==> src/rtl/logic_op_pkg.sv <==
// Shared opcode definitions for the logic_op pipeline.
// Provides the op_e encoding, OP_LAST and is_legal_op.
package logic_op_pkg;

  typedef enum logic [2:0] {
    OP_AND  = 3'd0,
    OP_OR   = 3'd1,
    OP_XOR  = 3'd2,
    OP_NAND = 3'd3,
    OP_NOR  = 3'd4,
    OP_XNOR = 3'd5
  } op_e;

  localparam logic [2:0] OP_LAST = 3'd5;

  function automatic logic is_legal_op(
    input logic [2:0] op
  );
    return op <= OP_LAST;
  endfunction

endpackage

==> src/rtl/logic_op_fold.sv <==
// Combinational bitwise fold of NUM_IN operands.
// Ports: i_data (packed operands), i_op -> o_res, o_err.
module logic_op_fold
  import logic_op_pkg::*;
#(
  parameter int WIDTH  = 8,
  parameter int NUM_IN = 2
) (
  input  logic [NUM_IN*WIDTH-1:0] i_data,
  input  logic [2:0]              i_op,
  output logic [WIDTH-1:0]        o_res,
  output logic                    o_err
);

  logic [WIDTH-1:0] w_and;
  logic [WIDTH-1:0] w_or;
  logic [WIDTH-1:0] w_xor;

  always_comb begin
    w_and = '1;
    w_or  = '0;
    w_xor = '0;
    for (int k = 0; k < NUM_IN; k++) begin
      w_and = w_and & i_data[k*WIDTH +: WIDTH];
      w_or  = w_or  | i_data[k*WIDTH +: WIDTH];
      w_xor = w_xor ^ i_data[k*WIDTH +: WIDTH];
    end
  end

  always_comb begin
    o_res = '0;
    o_err = 1'b0;
    unique case (1'b1)
      !is_legal_op(i_op): o_err = 1'b1;
      i_op == OP_AND:     o_res = w_and;
      i_op == OP_OR:      o_res = w_or;
      i_op == OP_XOR:     o_res = w_xor;
      i_op == OP_NAND:    o_res = ~w_and;
      i_op == OP_NOR:     o_res = ~w_or;
      i_op == OP_XNOR:    o_res = ~w_xor;
      default:            o_err = 1'b1;
    endcase
  end

endmodule

==> src/rtl/logic_op_pipe.sv <==
// STAGES-deep valid/ready pipeline around logic_op_fold.
// Ports: in_* upstream handshake, out_* result, txn_count.
module logic_op_pipe
  import logic_op_pkg::*;
#(
  parameter int WIDTH  = 8,
  parameter int NUM_IN = 2,
  parameter int STAGES = 2,
  parameter int CNT_W  = 16
) (
  input  logic                    clk,
  input  logic                    rst,
  input  logic                    in_valid,
  output logic                    in_ready,
  input  logic [2:0]              in_op,
  input  logic [NUM_IN*WIDTH-1:0] in_data,
  output logic                    out_valid,
  input  logic                    out_ready,
  output logic [WIDTH-1:0]        out_data,
  output logic [2:0]              out_op,
  output logic                    out_err,
  output logic [CNT_W-1:0]        txn_count
);

  logic             w_adv;
  logic             w_acc;
  logic [WIDTH-1:0] w_res;
  logic             w_err;

  logic [STAGES-1:0] r_vld;
  logic [WIDTH-1:0]  r_data [STAGES];
  logic [2:0]        r_op   [STAGES];
  logic              r_err  [STAGES];
  logic [CNT_W-1:0]  r_cnt;

  logic_op_fold #(
    .WIDTH  (WIDTH),
    .NUM_IN (NUM_IN)
  ) u_fold (
    .i_data (in_data),
    .i_op   (in_op),
    .o_res  (w_res),
    .o_err  (w_err)
  );

  // One global enable: the whole pipe moves or holds.
  assign w_adv    = !r_vld[STAGES-1] || out_ready;
  assign in_ready = w_adv && !rst;
  assign w_acc    = in_valid && in_ready;

  always_ff @(posedge clk) begin
    if (rst) begin
      r_vld <= '0;
      r_cnt <= '0;
      for (int s = 0; s < STAGES; s++) begin
        r_data[s] <= '0;
        r_op[s]   <= '0;
        r_err[s]  <= 1'b0;
      end
    end else begin
      if (w_adv) begin
        r_vld[0] <= w_acc;
        if (w_acc) begin
          r_data[0] <= w_res;
          r_op[0]   <= in_op;
          r_err[0]  <= w_err;
        end
        for (int s = 1; s < STAGES; s++) begin
          r_vld[s]  <= r_vld[s-1];
          r_data[s] <= r_data[s-1];
          r_op[s]   <= r_op[s-1];
          r_err[s]  <= r_err[s-1];
        end
      end
      if (r_vld[STAGES-1] && out_ready && r_cnt != '1)
        r_cnt <= r_cnt + 1'b1;
    end
  end

  assign out_valid = r_vld[STAGES-1];
  assign out_data  = r_data[STAGES-1];
  assign out_op    = r_op[STAGES-1];
  assign out_err   = r_err[STAGES-1];
  assign txn_count = r_cnt;

endmodule

==> config.mk <==
export PLATFORM = sky130hd
export DESIGN_NAME = logic_op_pipe
export DESIGN_NICKNAME = d
export VERILOG_FILES = /design/src/rtl/logic_op_pkg.sv /design/src/rtl/logic_op_fold.sv /design/src/rtl/logic_op_pipe.sv
export SDC_FILE = /design/constraint.sdc
export NUM_CORES = 1
export LEC_CHECK = 0
export ABC_CLOCK_PERIOD_IN_PS = 1900
export BUFFER_PORTS_ARGS = -buffer_cell sky130_fd_sc_hd__buf_2
export CAP_MARGIN = 40
export CORE_UTILIZATION = 38
export DETAILED_ROUTE_END_ITERATION = 12
export HOLD_SLACK_MARGIN = 0.06
export PLACE_DENSITY = 0.67
export SLEW_MARGIN = 10
export SYNTH_ARGS = -nofsm -noshare
export SYNTH_HDL_FRONTEND = slang
export SYNTH_SLANG_ARGS = --single-unit
==> constraint.sdc <==
create_clock -name clk -period 1.9 [get_ports clk]
set_input_delay 0.475 -clock clk [delete_from_list [all_inputs] [get_ports clk]]
set_output_delay 0.475 -clock clk [all_outputs]
set_load 0.05 [all_outputs]
Word level (Yosys, flattened, before mapping)
Memories as Yosys holds them, arrays and structs flattened. Index checks and enable logic that the tools add are counted.

Add/sub/neg operators: 1. Bitwise operators: 12. Reductions and logical operators: 9. Eq/ne operators: 6. Multiplexer cells: 17.

Operator list (count): $pmux W8 S6 (1); $not A8 Y8 (3); $add A16 B1 Y16 const B (1); $mux W8 (2); $ne A16 B16 Y1 const B (1); $mux W1 (12); $and A8 B8 Y8 (1); $or A8 B8 Y8 (1); $xor A8 B8 Y8 (1); $eq A3 B2 Y1 const B (2); $eq A3 B3 Y1 const B (2); $mux W3 (2); $or A1 B1 Y1 (6); $reduce_or A6 Y1 (1); $logic_and A1 B1 Y1 (4); $eq A3 B1 Y1 const B (1); $logic_not A3 Y1 (1); $logic_not A1 Y1 (2); $logic_or A1 B1 Y1 (1).

Register bits: 18. Bits of input ports: 23. Output and inout bits: 30. Bits in writable memories: 24. Memories: 3.

Memory list: r_data (depth 2, width 8, rd ports 2, clocked after Yosys merged registers in 0, wr ports 2, line logic_op_pipe.sv:31) `logic [WIDTH-1:0] r_data [STAGES];`; r_op (depth 2, width 3, rd ports 2, clocked after Yosys merged registers in 0, wr ports 2, line logic_op_pipe.sv:32) `logic [2:0] r_op [STAGES];`; r_err (depth 2, width 1, rd ports 2, clocked after Yosys merged registers in 0, wr ports 2, line logic_op_pipe.sv:33) `logic r_err [STAGES];`.

Depth between registers and ports, before layout
Gate-level depths: netlist (run 1).

Depth after elaboration: 9. Depth in mapped cells: 6.

Modules after synthesis
A second synthesis (run 1) with hierarchy kept.

Cell total of the unflattened synthesis: 284. Area total of the unflattened synthesis: 2632.5 um^2.

Modules (own cells, without submodules): logic_op_pipe (cells an instance 171, seq. area each 1081.0 um^2, area each 1908.1 um^2, instances 1); logic_op_fold (cells an instance 113, seq. area each 0.0 um^2, area each 724.4 um^2, instances 1).

Least setup slack after synthesis (run 1)
OpenSTA, ideal clock, no wires.

Path kind: reg-to-reg. From: register r_cnt[0], in the netlist txn_count[0]. To: register r_cnt[14], in the netlist txn_count[14]. Library setup time: 0.121 ns. Path buffers: 0. Cell stages (with the launch flop): 6. Slack: -0.320 ns. Data required time: 1.779 ns. Data arrival time: 2.099 ns. Path through: dfxtp_1 > ha_1 > nand3_1 > or3_1 > nor4b_1 > mux2_2.

Word-level cells in the longest chain between the ends: 2.

Ends and longest elaborated chain: from (decl) (line logic_op_pipe.sv:34) `logic [CNT_W-1:0] r_cnt;`; from (signal assigned) (line logic_op_pipe.sv:76) `r_cnt <= r_cnt + 1'b1;`; parallel branches: the longest is 2 deep, another holds $add A16 B1 Y16.

Several ways; the timed one is not identified. A chain may end at the register's enable or synchronous reset.

Worst setup path in the final report (run 1)
From: register r_cnt[8], in the netlist txn_count[8]. To: register r_cnt[13], in the netlist txn_count[13].

Same word-level chain as after synthesis.

==> metrics, run 1 <==
final setup violation count=0; First DRT Iteration DRCs=143; element type at the critical path start=flip-flop; data required time of the critical path=2.09 ns; type of the most critical hold path=input port to flip-flop; post-route cell area=3059 um2; Clock Skew=0.005931 ns; worst r2r path cells=4; syn_area_per_cell=9.559 um2; Antenna Cells=0; register area share after synthesis=0.4284; clock root buffer=sky130_fd_sc_hd__clkbuf_8; reg-to-reg endpoint=txn_count[13]; worst endpoint data arrival time=2.00 ns; y dimension of the die=83.50 um; final number of max-transition violations=0; total number of vias=2033; status=finished clean; Post-CTS Hold Buffers=0; global router's overall resource usage=0.1451; DP Cell Count=388; prevailing post-synth register cell=sky130_fd_sc_hd__edfxtp_1; core box area=6386 um2; share of final-layout standard cells stronger than drive strength 1=0.3417; largest fanout of any net on the critical path=7; number of CTS-inserted buffers=5; cell area after placement=2908 um2; residual DRC count=0; ratio of routed vias to standard cells=5.134; worst hold path cell count=3; routed wirelength normalized by instance count=12.10 um; Final Instance Count excl. Fillers=396; ys async rst share=0; synthesized net count=304; sum of overflow across all layers after global routing=0; width of the chip=83.50 um; portion of total power attributed to combinational logic=0.153; Top delay family on crit path=simple AND/OR/NAND/NOR gates; H-tree levels=2; leading cell types in the layout, fill and taps excluded=sky130_fd_sc_hd__buf_2, sky130_fd_sc_hd__inv_1, sky130_fd_sc_hd__edfxtp_1; antenna violations before repair=0; number of global-route vias before repair=1910; setup repair after global routing missed its margin=true; CTS sink count=42; Yosys warning count=0; worst reg2reg setup slack=0.09 ns; Worst-path clk slew=0.09 ns; buffers from clock root to sink, at most=2; Site Rows=29; total setup buffers inserted after CTS=0; launch point of the critical path=txn_count[8]; Highest Clock Rate=552.0 MHz; layout net count=358; area added between synthesis and finish=21.22%; kind of end point of the critical path=flip-flop; number of library cell types mapped by synthesis=44; Mapped Cells=264; most common cell after layout, fill and taps aside=sky130_fd_sc_hd__buf_2; DRT Wirelength=4792 um; start point of the worst hold path=in_valid; total I/O pin count=53; Post-DP HPWL=3546 um; TritonRoute pass-1 iters=4; VDD IR max=435.7 uV; netlist area before placement=2524 um2; max-cap violations=0; Switching Share=0.2448; leakage power=1.334 nW; final weighted congestion in routability-driven placement=0.7968; register bit total from synthesis=42; post-route fraction of the period consumed by the critical path=0.9535; ANT nets after route=0; path length in cells of the critical path=4; sequence of cells on the critical path=nand4_1, nor4_1, and4bb_2, mux2_1; RR Startpoint=txn_count[8]; buffering stage count on the worst path with inverters included=0; clock network latency to the later pin of the worst-skew pair=0.29 ns; critical path capture point=txn_count[13]; post-layout min period=1.812 ns; final hold viol count=0; TritonCTS clock tree=done; internal portion of total power=1.663 mW; classification of the worst setup path=flip-flop to flip-flop; number of input and output port buffers inserted=52; fraction of power consumed by sequential logic=0.465; global-route wire length before repair=8349 um; maximum single-stage delay on the critical path=0.52 ns; Initial Utilization=0.3952; switching power=0.5390 mW; slew at the pin closest to its max-slew limit=0.5012 ns; clock share of power=0.382; worst slew margin relative to its limit=0.6622; Power Density=719.9 nW/um2; maximum number of pins on one net before global-route repair=26; number of enable flip-flop cells after synthesis=24; Critical-path top delay cell=sky130_fd_sc_hd__nor4_1; full die area=6971 um2
[per-stage QoR]
step,setup TNS [ns],hold WS [ns],worst slack (ns),util,power (mW)
5_1_grt,-0.05183,0.4490,-0.02660,0.4790,2.301
3_5_place_dp,0,0.4640,0.03614,0.4553,1.384
6_report,0,0.3997,0.08836,0.4790,2.202
3_3_place_gp,0,0.4579,0.03285,0.4553,1.378
2_1_floorplan,-0.1305,0.4402,-0.1029,-,1.305
4_1_cts,0,0.3937,0.02398,0.4779,2.224
[cells by family (layout without fill, tap and decap cells)]
family / after synthesis / in the layout / synth area share
buffers and inverters: 52 / 107 / 0.09717
AOI/OAI and AO/OA: 55 / 55 / 0.1507
muxes: 10 / 10 / 0.04264
and+or+nand+nor: 87 / 87 / 0.1934
adders and majority gates: 17 / 17 / 0.08428
DFF: 42 / 42 / 0.4284
xor gates and xnor gates: 1 / 1 / 0.003471
[worst min-delay path by stage]
| stage | end | slack (ns) |
|---|---|---|
| 6_report | r_vld[0] | 0.40 |
| 3_5_place_dp | r_vld[0] | 0.46 |
| 5_1_grt | r_vld[0] | 0.45 |
| 2_1_floorplan | r_vld[1] | 0.44 |
| 3_3_place_gp | r_vld[0] | 0.46 |
| 4_1_cts | r_vld[0] | 0.39 |
[power groups by stage]
| stage | sequential, mW | combinational (mW) | clock [mW] |
|---|---|---|---|
| 2_1_floorplan | 1.06 | 0.248 | 0 |
| 3_3_place_gp | 1.05 | 0.332 | 0 |
| 3_5_place_dp | 1.05 | 0.337 | 0 |
| 4_1_cts | 1.03 | 0.339 | 0.859 |
| 5_1_grt | 1.03 | 0.375 | 0.896 |
| 6_report | 1.02 | 0.337 | 0.840 |
[per-layer routing]
layer  track usage  up-vias  part of all wire
li1              -     1045                 -
met1        0.1860      925              0.47
met2        0.2474       59              0.47
met3       0.02770        4             0.053
met4       0.04622        0             0.011
met5             0        -                 0
[worst register-to-register path, cell delays in order (launching register included)]
cell and delay [ns]:
sky130_fd_sc_hd__dfxtp_2 0.39, sky130_fd_sc_hd__nand4_1 0.21, sky130_fd_sc_hd__nor4_1 0.52, sky130_fd_sc_hd__and4bb_2 0.29, sky130_fd_sc_hd__mux2_1 0.30
[flip-flops by register name, indices dropped and copies added (netlist names)]
register,cells
r_op,6
r_data,16
r_vld,2
r_err,2
txn_count,16
[cells in the mapped netlist, drive strengths merged, types with 5 or more instances]
cell type | number | share of area
inv | 29 | 0.043
edfxtp | 24 | 0.29
dfxtp | 18 | 0.14
ha | 17 | 0.084
nor2 | 16 | 0.024
and2 | 14 | 0.035
a21oi | 13 | 0.026
buf | 13 | 0.039
clkbuf | 10 | 0.015
nand2 | 10 | 0.015
o211ai | 9 | 0.027
o21ai | 9 | 0.018
nand3 | 7 | 0.016
or3 | 7 | 0.019
a2111oi | 6 | 0.021
mux2 | 6 | 0.027
nor3 | 6 | 0.012
nor2b | 5 | 0.012
or2 | 5 | 0.012
[what timing repair did]
item                       in CTS  in global routing
setup endpoints to repair       1                  3
gates resized for setup         1                  2
cloned                          0                  0
[layout make-up]
class                      instances  area, um2
tap                               77      96.34
inverter                          29      108.9
sequential                        42       1097
timing repair buffer              70      407.9
multi-input combinational        170       1211
clock inverter                     3      68.82
clock buffer                       5      68.82
fill                             620       3327
(Power assumes the default switching activity.)
==> inputs of run 2 (changes only) <==
- SETUP_SLACK_MARGIN: default -> 0.5
==> run 2 against run 1 <==
  * Critical path depth is 1 higher
  * Wire length is 27% higher
  * Count of clock-buffer cells in the layout stayed put
  * Worst setup slack better by 0.11 ns
==> metrics, run 2 (same netlist as run 1, synthesis figures left out) <==
maximum single-stage delay on the critical path=0.38 ns; kind of end point of the critical path=flip-flop; Site Rows=29; number of global-route vias before repair=2086; antenna violations before repair=0; number of CTS-inserted buffers=5; setup repair after global routing missed its margin=true; final-layout setup total negative slack=0 ns; leakage power=1.589 nW; Critical-path top delay cell=sky130_fd_sc_hd__dfxtp_4; final setup violation count=0; TritonRoute pass-1 iters=4; number of input and output port buffers inserted=52; DRT Wirelength=6077 um; full die area=6971 um2; max-cap violations=0; status=finished clean; area added between synthesis and finish=55.48%; Post-DP HPWL=3824 um; y dimension of the die=83.50 um; leading cell types in the layout, fill and taps excluded=sky130_fd_sc_hd__buf_4, sky130_fd_sc_hd__buf_2, sky130_fd_sc_hd__edfxtp_1; Power, Total=2.166 mW; slew at the pin closest to its max-slew limit=0.4444 ns; area occupied by multi-input gates=1583 um2; worst endpoint data arrival time=1.88 ns; type of the most critical hold path=input port to flip-flop; sequence of cells on the critical path=ha_4, nand3_4, or3_4, nor4b_4, mux2_4; ANT nets after route=0; clock network latency to the later pin of the worst-skew pair=0.30 ns; width of the chip=83.50 um; total I/O pin count=53; core box area=6386 um2; post-layout min period=1.702 ns; Power Density=552.0 nW/um2; Worst-path clk slew=0.08 ns; final hold viol count=0; Post-CTS Hold Buffers=0; Initial Utilization=0.3952; share of final-layout standard cells stronger than drive strength 1=0.5702; final weighted congestion in routability-driven placement=0.7846; H-tree levels=2; total number of vias=2220; maximum number of pins on one net before global-route repair=16; layout net count=388; element type at the critical path start=flip-flop; storage element area=1142 um2; worst reg2reg setup slack=0.20 ns; count of filler cells inserted in the layout=513; most common cell after layout, fill and taps aside=sky130_fd_sc_hd__buf_4; post-route fraction of the period consumed by the critical path=0.8960; buffers from clock root to sink, at most=2; final number of max-transition violations=0; Highest Clock Rate=587.4 MHz; global router's overall resource usage=0.1700; TritonCTS clock tree=done; residual DRC count=0; worst slew margin relative to its limit=0.7030; data required time of the critical path=2.08 ns; ratio of routed vias to standard cells=5.211; routed wirelength normalized by instance count=14.27 um; classification of the worst setup path=flip-flop to flip-flop; sum of overflow across all layers after global routing=0; clock root buffer=sky130_fd_sc_hd__clkbuf_8; First DRT Iteration DRCs=83; largest fanout of any net on the critical path=5; VDD IR max=396.3 uV; Antenna Cells=0; Clock Skew=0.01135 ns; CTS sink count=42; global-route wire length before repair=9611 um
## run 2: repair_timing
| item | 4_1_cts | 5_1_grt |
|---|---|---|
| gates cloned | 0 | 2 |
| gates resized for setup | 59 | 49 |
| endpoints found under the setup margin | 49 | 60 |
| setup buffers | 23 | 12 |
| pin swaps | 13 | 13 |
## run 2: layout make-up
class	count	share of cell area
clock buffers	5	0.01754
clock inverters	3	0.01148
inverters	29	0.05261
multi-input cells	172	0.4034
flip-flops and latches	42	0.2911
well taps	77	0.02455
repair buffers	98	0.1993
## run 2: worst paths after layout
path / from / endpoint / cells past startpoint
max: txn_count[1] / txn_count[14] / 5
min: in_valid / r_vld[0] / 3
min reg2reg: txn_count[6] / txn_count[6] / 1
max reg2reg: txn_count[1] / txn_count[14] / 5
## run 2: critical path, delay by kind of cell (launching register included)
kind,cells,cell delay [ns]
mux,1,0.32
simple gates,3,0.72
flops,1,0.38
fa+ha+maj,1,0.16
## run 2: through the flow
stage,util,cell area [um2],std cells,setup WS [ns],hold slack (ns)
floorplan,-,2910,264,0.1559,0.4390
global placement,0.4939,3154,381,0.08762,0.4483
detailed placement,0.4939,3154,381,0.05781,0.4684
CTS,0.5727,3657,412,0.1884,0.4550
global route,0.6144,3924,426,0.1409,0.4839
finish,0.6144,3924,426,0.1975,0.4680
## run 2: power by group
group	switching, mW	internal (mW)	leakage, nW
Clock	0.319	0.391	0.0504
Combinational	0.267	0.184	1.11
Sequential	0.0142	0.991	0.426
Total	0.600	1.57	1.59
## run 2: per-layer routing
layer,global-route usage,share of wire
met1,0.2013,0.44
met2,0.3033,0.50
met3,0.03165,0.039
met4,0.06780,0.023
met5,0,0
